**src/rtl/sym_kbd_scan.sv**
```systemverilog
// Symbolics console keyboard reader: latches and shifts NUM_KEYS key bits, emits one event per changed key.
// Event valid the clock after its CHECK cycle; a full event slot parks the shift clock low (STALL), nothing dropped.
module sym_kbd_scan #(
  parameter int CLK_DIV  = 50,
  parameter int NUM_KEYS = 128,
  parameter int KEY_W    = 7,
  parameter int SCAN_GAP = 1000
) (
  input  logic             clock,
  input  logic             reset,
  output logic             kbd_load,
  output logic             kbd_clk,
  input  logic             kbd_data,
  output logic             event_valid,
  input  logic             event_ready,
  output logic [KEY_W-1:0] event_key,
  output logic             event_down,
  output logic             scan_done
);

  localparam int DIV_W = (CLK_DIV > 1) ? $clog2(CLK_DIV) : 1;
  localparam int GAP_W = (SCAN_GAP > 1) ? $clog2(SCAN_GAP) : 1;
  localparam logic [DIV_W-1:0] DIV_LAST = DIV_W'(CLK_DIV - 1);
  localparam logic [GAP_W-1:0] GAP_LAST = GAP_W'(SCAN_GAP - 1);
  localparam logic [KEY_W-1:0] KEY_LAST = KEY_W'(NUM_KEYS - 1);

  typedef enum logic [2:0] {
    S_GAP, S_LOAD, S_CLK_LO, S_CHECK, S_STALL, S_CLK_HI
  } state_t;

  typedef struct packed {
    logic [KEY_W-1:0] key;
    logic             down;
  } kbd_evt_t;

  state_t                state, state_nxt;
  logic                  data_meta, data_sync;
  logic [DIV_W-1:0]      div_cnt;
  logic                  div_freeze, tick;
  logic [GAP_W-1:0]      gap_cnt, gap_nxt;
  logic [KEY_W-1:0]      bit_idx, idx_nxt;
  logic                  sample;
  logic [NUM_KEYS-1:0]   prev;
  logic                  slot_free, load_evt, done_nxt;
  kbd_evt_t              evt_q;

  always_ff @(posedge clock) begin
    if (reset) begin
      data_meta <= 1'b0;
      data_sync <= 1'b0;
    end else begin
      data_meta <= kbd_data;
      data_sync <= data_meta;
    end
  end

  // The half-bit divider pauses while a bit is being judged or held, so CLK_HI always gets a full tick.
  assign div_freeze = (state == S_CHECK) || (state == S_STALL);
  assign tick       = !div_freeze && (div_cnt == DIV_LAST);

  always_ff @(posedge clock) begin
    if (reset) begin
      div_cnt <= '0;
    end else if (!div_freeze) begin
      div_cnt <= tick ? '0 : div_cnt + DIV_W'(1);
    end
  end

  assign slot_free = !event_valid || event_ready;

  always_comb begin
    state_nxt = state;
    gap_nxt   = gap_cnt;
    idx_nxt   = bit_idx;
    load_evt  = 1'b0;
    done_nxt  = 1'b0;
    case (state)
      S_GAP: begin
        if (tick) begin
          if (gap_cnt == GAP_LAST) begin
            gap_nxt   = '0;
            state_nxt = S_LOAD;
          end else begin
            gap_nxt = gap_cnt + GAP_W'(1);
          end
        end
      end
      S_LOAD: begin
        if (tick) begin
          idx_nxt   = '0;
          state_nxt = S_CLK_LO;
        end
      end
      S_CLK_LO: begin
        if (tick) state_nxt = S_CHECK;
      end
      S_CHECK: begin
        if (sample == prev[bit_idx]) begin
          state_nxt = S_CLK_HI;
        end else if (slot_free) begin
          load_evt  = 1'b1;
          state_nxt = S_CLK_HI;
        end else begin
          state_nxt = S_STALL;
        end
      end
      S_STALL: begin
        if (slot_free) begin
          load_evt  = 1'b1;
          state_nxt = S_CLK_HI;
        end
      end
      S_CLK_HI: begin
        if (tick) begin
          if (bit_idx == KEY_LAST) begin
            done_nxt  = 1'b1;
            state_nxt = S_GAP;
          end else begin
            idx_nxt   = bit_idx + KEY_W'(1);
            state_nxt = S_CLK_LO;
          end
        end
      end
      default: state_nxt = S_GAP;
    endcase
  end

  always_ff @(posedge clock) begin
    if (reset) begin
      state   <= S_GAP;
      gap_cnt <= '0;
      bit_idx <= '0;
      sample  <= 1'b0;
    end else begin
      state   <= state_nxt;
      gap_cnt <= gap_nxt;
      bit_idx <= idx_nxt;
      if (state == S_CLK_LO && tick) sample <= data_sync;
    end
  end

  // Pins are registered from the next state so they change cleanly with the state register.
  always_ff @(posedge clock) begin
    if (reset) begin
      kbd_load  <= 1'b0;
      kbd_clk   <= 1'b1;
      scan_done <= 1'b0;
    end else begin
      kbd_load  <= (state_nxt == S_LOAD);
      kbd_clk   <= !(state_nxt inside {S_CLK_LO, S_CHECK, S_STALL});
      scan_done <= done_nxt;
    end
  end

  always_ff @(posedge clock) begin
    if (reset) begin
      prev        <= '0;
      evt_q       <= '0;
      event_valid <= 1'b0;
    end else begin
      if (load_evt) begin
        prev[bit_idx] <= sample;
        evt_q         <= '{key: bit_idx, down: sample};
        event_valid   <= 1'b1;
      end else if (event_ready) begin
        event_valid <= 1'b0;
      end
    end
  end

  assign event_key  = evt_q.key;
  assign event_down = evt_q.down;

endmodule

```
**config.mk**
```make
export PLATFORM = sky130hd
export DESIGN_NAME = sym_kbd_scan
export DESIGN_NICKNAME = d
export VERILOG_FILES = /design/src/rtl/sym_kbd_scan.sv
export SDC_FILE = /design/constraint.sdc
export NUM_CORES = 1
export LEC_CHECK = 0
export ABC_AREA = 1
export BUFFER_PORTS_ARGS = -buffer_cell sky130_fd_sc_hd__buf_4
export CAP_MARGIN = 20
export CORE_MARGIN = 2
export CORE_UTILIZATION = 45
export CTS_BUF_LIST = sky130_fd_sc_hd__clkbuf_8 sky130_fd_sc_hd__clkbuf_16
export CTS_CLUSTER_DIAMETER = 200
export CTS_CLUSTER_SIZE = 14
export DETAILED_ROUTE_END_ITERATION = 10
export PLACE_DENSITY_LB_ADDON = 0.2
export REMOVE_ABC_BUFFERS = 1
export SYNTH_ARGS = -nofsm -noshare
export SYNTH_HDL_FRONTEND = slang
export SYNTH_SLANG_ARGS = --single-unit
```
**constraint.sdc**
```tcl
create_clock -name clock -period 2.5 [get_ports clock]
set_input_delay 0.5 -clock clock [delete_from_list [all_inputs] [get_ports clock]]
set_output_delay 0.5 -clock clock [all_outputs]
set_load 0.01 [all_outputs]
```
==> results.md, run 1 <==
Run status:
- The run finished, with violations left.
- The checks that failed: negative setup slack.

Global route:
- The global router's overall resource usage is between 20% and 30%.
- The number of antenna violations at the first check in global routing is 0.
- The global-route track usage on met1 is 35.28%.
- The busiest metal layer after global routing is met2.
- The global routing met2 resource utilization is between 40% and 50%.
- The leftover overflow at the end of global routing is 0.
- The first global-routing pass estimated approximately 46000 um of wire.
- The via count of the first global-routing pass came to ~9000.
- Entering global routing, the biggest net connects 64 pins.
- The global routing usage on met3 is between 4 and 5%.

Timing:
- The routed design could run at a clock period as short as roughly 2.7 ns.
- Setup violations remaining at the end of the flow were counted as 138.
- The tightest hold path in the finished design has a slack of approximately 0.27 ns.
- Setup total negative slack on the finished layout was measured at -19.55 ns.
- Measured against its own limit, the worst slew margin works out to around 36%.
- The slack of the critical path is -0.1963 ns.
- Of the available clock period, the critical path in the final layout requires 107.9%.
- Setup repair after global routing could not meet its margin everywhere.
- The max-slew violation count came to 0.
- On the final layout, the worst clock skew is around 0.013 ns.
- The maximum clock frequency is between 300 and 400 MHz.
- At the pin with the least slew margin, the transition time is roughly 0.95 ns.
- The final count of hold timing violations was 0.

Floorplanning:
- The height of the die is ~150 um.
- The starting density of the core is a little under half.
- The number of placed I/O pins is 16.
- The area of the die is around 22000 sq um.
- The die extent in x is 147.2 um.
- The floorplan row count is 52.
- After floorplanning, the core was sized to cover between 20000 and 25000 sq um.

Min path:
- The terminating pin of the worst hold path is data_meta.
- The path category of the worst min-delay check is input port to register.
- The startpoint identified for the worst hold timing path is kbd_data.
- The worst hold path passes through 3 cells.

CTS:
- The clock slew seen by the registers of the worst setup and hold paths is approximately 0.080 ns.
- The clock reaches the later pin of the worst-skew pair after around 0.45 ns.
- The clock sink count is between 150 and 200.
- The maximum buffer depth of the clock tree is 2.
- The CTS tree is yes.
- Buffers inserted to repair hold after CTS numbered 0.
- The H-tree was split into 4 levels.
- CTS placed an instance of clkbuf_16 at the clock tree root.
- Counting the buffers created by CTS gives 17.

Critical path:
- The type of element launching the critical path is a register.
- In this design, the critical path's most frequently occurring cell is nand2_1.
- The logic depth of the worst register-to-register path is 18.
- The sort of element at the end of the critical path is a register.
- Setup slack on the worst reg-to-reg path comes out at -0.20 ns.
- Traced cell by cell, the critical path runs through buf_12 -> buf_4 -> or2_1 -> nand3_1 -> nand2_1 -> o21ai_1 -> nand2_1 -> nor2_2 -> nor2_1 -> nor2_1 -> nand3_2 -> nand3_4 -> nand2_8 -> clkbuf_16 -> buf_16 -> nand2_1 -> nand2_1 -> a21oi_2.
- The peak per-stage delay on the critical path is roughly 0.38 ns.
- The launching point of the worst reg2reg path is bit_idx[0].
- The library cell contributing the largest single delay on the critical path is dfxtp_4.
- The critical path data arrival time is ~3.1 ns.
- The data required time at the worst endpoint is between 2 and 3 ns.
- Along the worst path, the maximum fanout reaches 10.
- The kind of critical path is register to register.
- The capture instance of the worst register-to-register path is prev[34].

Logic synthesis:
- The post-synthesis register bit count is between 150 and 200.
- Ranked by total cell area, the synthesized netlist is headed by dfxtp_1 (37%), nand2_1 (21%), nand3_1 (9.7%).
- The synthesized netlist occupies a cell area of 9230 sq um.
- The share of the synthesized area in the top cell type is a little over a third.
- The average instance in the mapped netlist occupies 6.121 sq um.
- Synthesis produced 1508 cells.
- After synthesis, the netlist uses 38 different library cells.
- The proportion of register bits with asynchronous set or reset after synthesis is 0%.
- For this run, the leading register cell type out of synthesis is dfxtp_1.
- For this run, the number of Yosys warnings is 0.
- The share of synthesized area occupied by flip-flops and latches is 36.65%.
- The count of flip-flops with a built-in enable after synthesis is 0.
- The library cell with the largest summed area after synthesis is dfxtp_1.

Power:
- The leakage dissipation is 4.865 nW.
- Across the VDD grid, the largest voltage drop is ~0.36 mV.
- The areal power density over the cells is roughly 460 nW/um^2.

Flow run:
- The tool flagged a number of max-cap violations equal to 0.

Final layout:
- The final layout contains 1581 nets.
- Leaving out fill and tap cells, the most frequent cells in the layout are nand2_1 (453), nor2_1 (215), dfxtp_1 (166).
- The area growth from synthesis to layout is 31.44%.
- The most common cell after layout, fill and taps aside is nand2_1.
- The share of final-layout standard cells stronger than drive strength 1 is roughly 21%.
- The number of diodes is 0.
- The number of fillers in the final layout is 1847.

Route:
- The total vias in the final route is just over 10000.
- The count of antenna-violating nets left after detailed routing is 0.
- The number of DRC violations after detailed routing is 0.
- The total wire length is slightly above 30000 um.
- The average detailed-routed wire length per instance is approximately 16 um.
- The detailed router's first-iteration violation count is between 900 and 1000.
- In the routed layout, each cell is associated on average with a via count of ~5.4.
- The detailed-router iteration count before antenna repair is 6.

Placement:
- Once detailed placement completed, the half-perimeter wirelength came to 16880 um.
- The count of buffers added on input and output ports is 15.
- Routability-driven placement finished with a final weighted congestion of roughly 0.86.
[worst max path at each step]
| stage | to | slack, ns | cells past startpoint | start |
|---|---|---|---|---|
| floorplan | prev[100] | -2.67 | 16 | bit_idx[0] |
| global placement | prev[49] | -0.16 | 17 | bit_idx[0] |
| detailed placement | prev[2] | -0.20 | 17 | bit_idx[0] |
| CTS | prev[59] | -0.13 | 19 | bit_idx[0] |
| global route | prev[37] | -0.39 | 18 | bit_idx[0] |
| finish | prev[34] | -0.20 | 18 | bit_idx[0] |
[per-layer routing]
metal / wire length [um] / part of all wire [%] / up-vias
li1: - / - / 4951
met2: 14500 / 48 / 415
met5: 0 / 0 / -
met3: 2133 / 7.0 / 76
met4: 699 / 2.3 / 0
met1: 13080 / 43 / 4670
[power by group]
part / internal (W) / switching, W
combinational: 0.0000251 / 0.0000733
sequential: 0.00269 / 0.00000292
clock: 0.00145 / 0.00134
[metrics by stage]
stage / util, % / area (sq um) / power [W] / worst slack [ns] / cells
6_report: 60.15 / 12130 / 0.005585 / -0.1963 / 1856
5_1_grt: 60.15 / 12130 / 0.005744 / -0.3893 / 1856
2_1_floorplan: - / 8707 / 0.002799 / -2.673 / 1418
3_5_place_dp: 49.02 / 9887 / 0.002852 / -0.1964 / 1775
3_3_place_gp: 49.02 / 9887 / 0.002851 / -0.1568 / 1775
4_1_cts: 55.59 / 11210 / 0.005600 / -0.1279 / 1839
[cells in the mapped netlist (all sizes together), types with 2 or more instances]
| library cell | instances |
|---|---|
| nand2 | 527 |
| nor2 | 218 |
| nand3 | 179 |
| dfxtp | 169 |
| a21oi | 149 |
| inv | 99 |
| buf | 52 |
| clkbuf | 38 |
| o21ai | 22 |
| or2 | 11 |
| nor3 | 10 |
| nor3b | 5 |
| ha | 4 |
| nand4 | 4 |
| clkinv | 3 |
| nor4 | 3 |
| o211ai | 3 |
| a211oi | 2 |
| a221oi | 2 |
[final cells by class]
class | instances | area, sq um | share of cell area [%]
well taps | 270 | 337.8 | 2.785
multi-input cells | 1149 | 5604 | 46.19
flip-flops and latches | 169 | 3392 | 27.96
repair buffers | 134 | 1787 | 14.73
clock buffers | 17 | 425.4 | 3.507
inverters | 102 | 385.4 | 3.177
clock inverters | 15 | 200.2 | 1.650
[state kept, by name, summed over array words and instances (netlist names)]
signal / cells
event_down: 1
event_key: 7
event_valid: 1
data_sync: 1
div_cnt: 6
sample: 1
kbd_clk: 1
state: 3
bit_idx: 7
data_meta: 1
kbd_load: 1
gap_cnt: 10
scan_done: 1
prev: 128
[critical path: cells and delay by family, from the launching register on]
| kind | cells | cell delay (ns) |
|---|---|---|
| DFF | 1 | 0.38 |
| and+or+nand+nor | 12 | 1.31 |
| buffers and inverters | 4 | 0.67 |
| AOI/OAI and AO/OA | 2 | 0.25 |
[cell families (layout without fill, tap and decap cells)]
family	Yosys count	in the layout	share of synthesized area [%]
flops	169	169	36.65
buf+inv	192	268	9.814
simple gates	959	961	42.61
fa+ha+maj	4	4	0.5422
xor+xnor	1	1	0.09491
compound gates	183	183	10.29
[repair_timing]
item / in CTS / in global routing
gates resized for setup: 50 / 158
cloned: 12 / 19
pin swaps: 27 / 82
buffers inserted: 20 / 3
endpoints found under the setup margin: 132 / 140
No activity file was read; power rests on OpenSTA's default activity.
==> inputs of run 2 (changes only) <==
==> constraint.sdc (replaced) <==
create_clock -name clock -period 3 [get_ports clock]
set_input_delay 0.6 -clock clock [delete_from_list [all_inputs] [get_ports clock]]
set_output_delay 0.6 -clock clock [all_outputs]
set_load 0.01 [all_outputs]
==> run 2 against run 1 <==
Effect of this change: the run now ends clean; wire length is 15% lower; global-route usage fell by 2.5 points; fmax is 1.1% lower; worst hold slack gained 0.093 ns; core utilization is 9.8 points lower; sequential share of layout area grew 5.4 points; via count shrank 8.1%; setup slack gained 0.47 ns; non-clock buffer count fell by 84; total power is 18% lower; critical path type unchanged.
==> results.md, run 2 (same netlist as run 1, synthesis figures left out) <==
Final layout:
- More flip-flops sit in one register than any other, and that register is prev.
- The post-route netlist has 6.529% of its cells at a drive strength greater than 1.
- The largest registers in the layout are prev (128), gap_cnt (10).
- The number of fillers in the final layout is between 2000 and 2500.
- The library cell used most frequently in the layout, excluding fill and tap cells, is nand2_1.
- The final net count is between 1000 and 1500.
- The area overhead of the layout relative to synthesis is 10.10%.
- The number of flip-flops under the largest register name is approximately 130.
- With fillers left out, the area of the finished cells amounts to a little over 10000 sq um.
- The repair_antennas step left the layout with diodes totalling 0.
- The library cells used most frequently in the layout, excluding fill and tap cells, are nand2_1 (525), nor2_1 (217), nand3_1 (178).

Min path:
- The path category of the worst min-delay check is input port to register.
- The terminating pin of the worst hold path is data_meta.
- The hold path startpoint is kbd_data.
- The worst hold path depth is 3.

Critical path:
- The most numerous cell on the critical path is nand2_1.
- The type of element launching the critical path is a register.
- The register-to-register path setup slack is between 0.2 and 0.3 ns.
- The data required time at the worst endpoint is approximately 3.4 ns.
- The signal on the critical path passes through inv_2 -> buf_12 -> or2_0 -> nand2_1 -> nand2_1 -> o21ai_1 -> nand2_1 -> nor2_1 -> nor2_1 -> nor2_1 -> nand2_1 -> nand2_2 -> nand3_4 -> nand2_8 -> buf_12 -> nand3_1 -> a21oi_1.
- The worst register-to-register path ends at prev[88].
- The logic depth of the worst register-to-register path is 17.
- The largest single stage delay on the critical path is roughly 0.45 ns.
- The kind of critical path is register to register.
- The critical path data arrival time is 3.09 ns.
- The sort of element at the end of the critical path is a register.
- The launching point of the worst reg2reg path is bit_idx[0].
- In this run the worst path has a maximum fanout of 43.
- On the critical path, the stage with the largest delay is an instance of dfxtp_2.

Timing:
- The final count of hold timing violations is 0.
- The time the final worst path needs with I/O delays and setup is between 2 and 3 ns.
- The max-slew violation count is 0.
- Setup repair after global routing left no endpoint under its margin.
- The slack of the critical path is roughly 0.27 ns.
- The final setup skew is 0.01136 ns.
- Timing would allow up to between 300 and 400 MHz.
- The final setup violation count is 0.
- For the pin with the worst max-slew slack, the measured transition is roughly 0.96 ns.
- Headroom to the max-slew limit came out at between 30% and 40%.
- The worst path uses just over 90% of the clock period.

Route:
- The detailed router finished its first iteration with between 500 and 600 violations.
- The routed design has 25850 um of wire.
- The count of nets left with antenna violations once routing finished came out at 0.
- Dividing the detail-routed wire length by the instance count gives about 15 um.
- The total vias in the final route is 9289.
- The number of DRC violations after detailed routing is 0.
- The detailed-router iteration count before antenna repair is 8.
- The average via count per standard cell is roughly 5.2.

Power:
- The worst ir drop on vdd is between 0.3 and 0.4 mV.
- Dividing total power by cell area gives a power density of ~450 nW/um^2.
- For this design the static power due to leakage is about 3.8 nW.

Floorplanning:
- The total area inside the core boundary comes to 20170 sq um.
- The die is 147.2 um wide.
- The starting density of the core is between 40% and 50%.
- The floorplan has 52 rows.
- The height of the die is between 100 and 150 um.
- The die covers 21670 sq um.
- In this run the count of I/O pins placed on the die edge is 16.

Placement:
- Before CTS, the worst setup slack after placement is between 0.2 and 0.3 ns.
- Summed over all nets, the half-perimeter wirelength after detailed placement is 15810 um.
- The congestion estimate from routability-driven global placement came to 0.8207.
- The cell area reported after detailed placement is around 9500 sq um.
- The number of buffer cells added on primary ports is 15.

Global route:
- The wire length of the first global-routing pass is about 42000 um.
- The number of antenna violations at the first check in global routing is 0.
- The leftover overflow at the end of global routing is 0.
- The via count of the first global-routing pass is just over 8000.
- For this run, the total global-route usage over all layers was measured as 24.19%.
- Entering global routing, the biggest net connects 71 pins.

CTS:
- The clock sink count is 169.
- No sink is reached through more buffers than the 2 on the longest clock path.
- Hold repair after CTS inserted 0 buffers.
- The CTS tree is yes.
- The clock slew seen by the registers of the worst setup and hold paths is 0.07 ns.
- The number of buffers added by the clock tree synthesis step is 17.
- The tree is rooted in a clkbuf_16.
- The H-tree was split into 4 levels.
- The clock latency reported for the late side of the worst-skew pair is 0.44 ns.

Run status:
- The run finished with clean final reports.

Flow run:
- Max-cap violations in this run came to 0.
-- run 2: cell count changes in the layout (fill, tap and decap cells not counted), moves of 16 or more --
cell | previous run | this run
nand2_1 | 453 | 525
a21oi_1 | 106 | 149
buf_4 | 73 | 41
nand2_2 | 49 | 1
nand3_2 | 22 | 0
buf_6 | 16 | 0
nand3_1 | 154 | 178
nand2_4 | 25 | 1
a21oi_2 | 42 | 0
-- run 2: through the flow --
stage          std cells  hold WS [ns]  utilization [%]  total power (W)  TNS (ns)
2_1_floorplan       1418        0.3883                -         0.002332   -297.66
3_3_place_gp        1738        0.3972            47.33         0.002376         0
3_5_place_dp        1738        0.4008            47.33         0.002376         0
4_1_cts             1770        0.3491            50.32         0.004624         0
5_1_grt             1771        0.3748            50.38         0.004720         0
6_report            1771        0.3588            50.38         0.004579         0
-- run 2: area by class of cell --
class | count | area, sq um | area share, %
Multi-Input combinational cell | 1148 | 4961 | 48.82
Timing Repair Buffer | 50 | 488.0 | 4.802
Sequential cell | 169 | 3390 | 33.35
Clock buffer | 18 | 450.4 | 4.432
Tap cell | 270 | 337.8 | 3.324
Clock inverter | 14 | 152.6 | 1.502
Inverter | 102 | 382.9 | 3.768
-- run 2: worst max-delay path, delay by kind of cell, from the launching register on --
kind            cells  cell delay, ns
flops               1            0.45
buf+inv             3            0.49
compound gates      2            0.29
simple gates       12            1.37
-- run 2: timing repair --
| action | 4_1_cts | 5_1_grt |
|---|---|---|
| resized for setup | 0 | 1 |
| endpoints found under the setup margin | 0 | 5 |
| setup buffers | 0 | 0 |
-- run 2: where the power goes --
group | switching [W] | internal (W)
registers | 0.00000236 | 0.00224
clock network | 0.00109 | 0.00117
logic | 0.0000553 | 0.0000201
-- run 2: worst max path at each step --
stage	startpoint	end	slack, ns	cells past startpoint
floorplan	bit_idx[0]	prev[100]	-2.17	16
global placement	bit_idx[0]	prev[122]	0.31	17
detailed placement	bit_idx[0]	prev[88]	0.29	17
CTS	bit_idx[0]	prev[88]	0.28	17
global route	bit_idx[0]	prev[2]	0.002	18
finish	bit_idx[0]	prev[88]	0.27	17
-- run 2: per-layer routing --
layer	up-vias	wire (um)	track usage (%)
li1	4757	-	-
met5	-	0	0
met1	4236	11650	32.25
met2	261	12100	40.40
met3	35	1634	3.727
met4	0	465	7.644
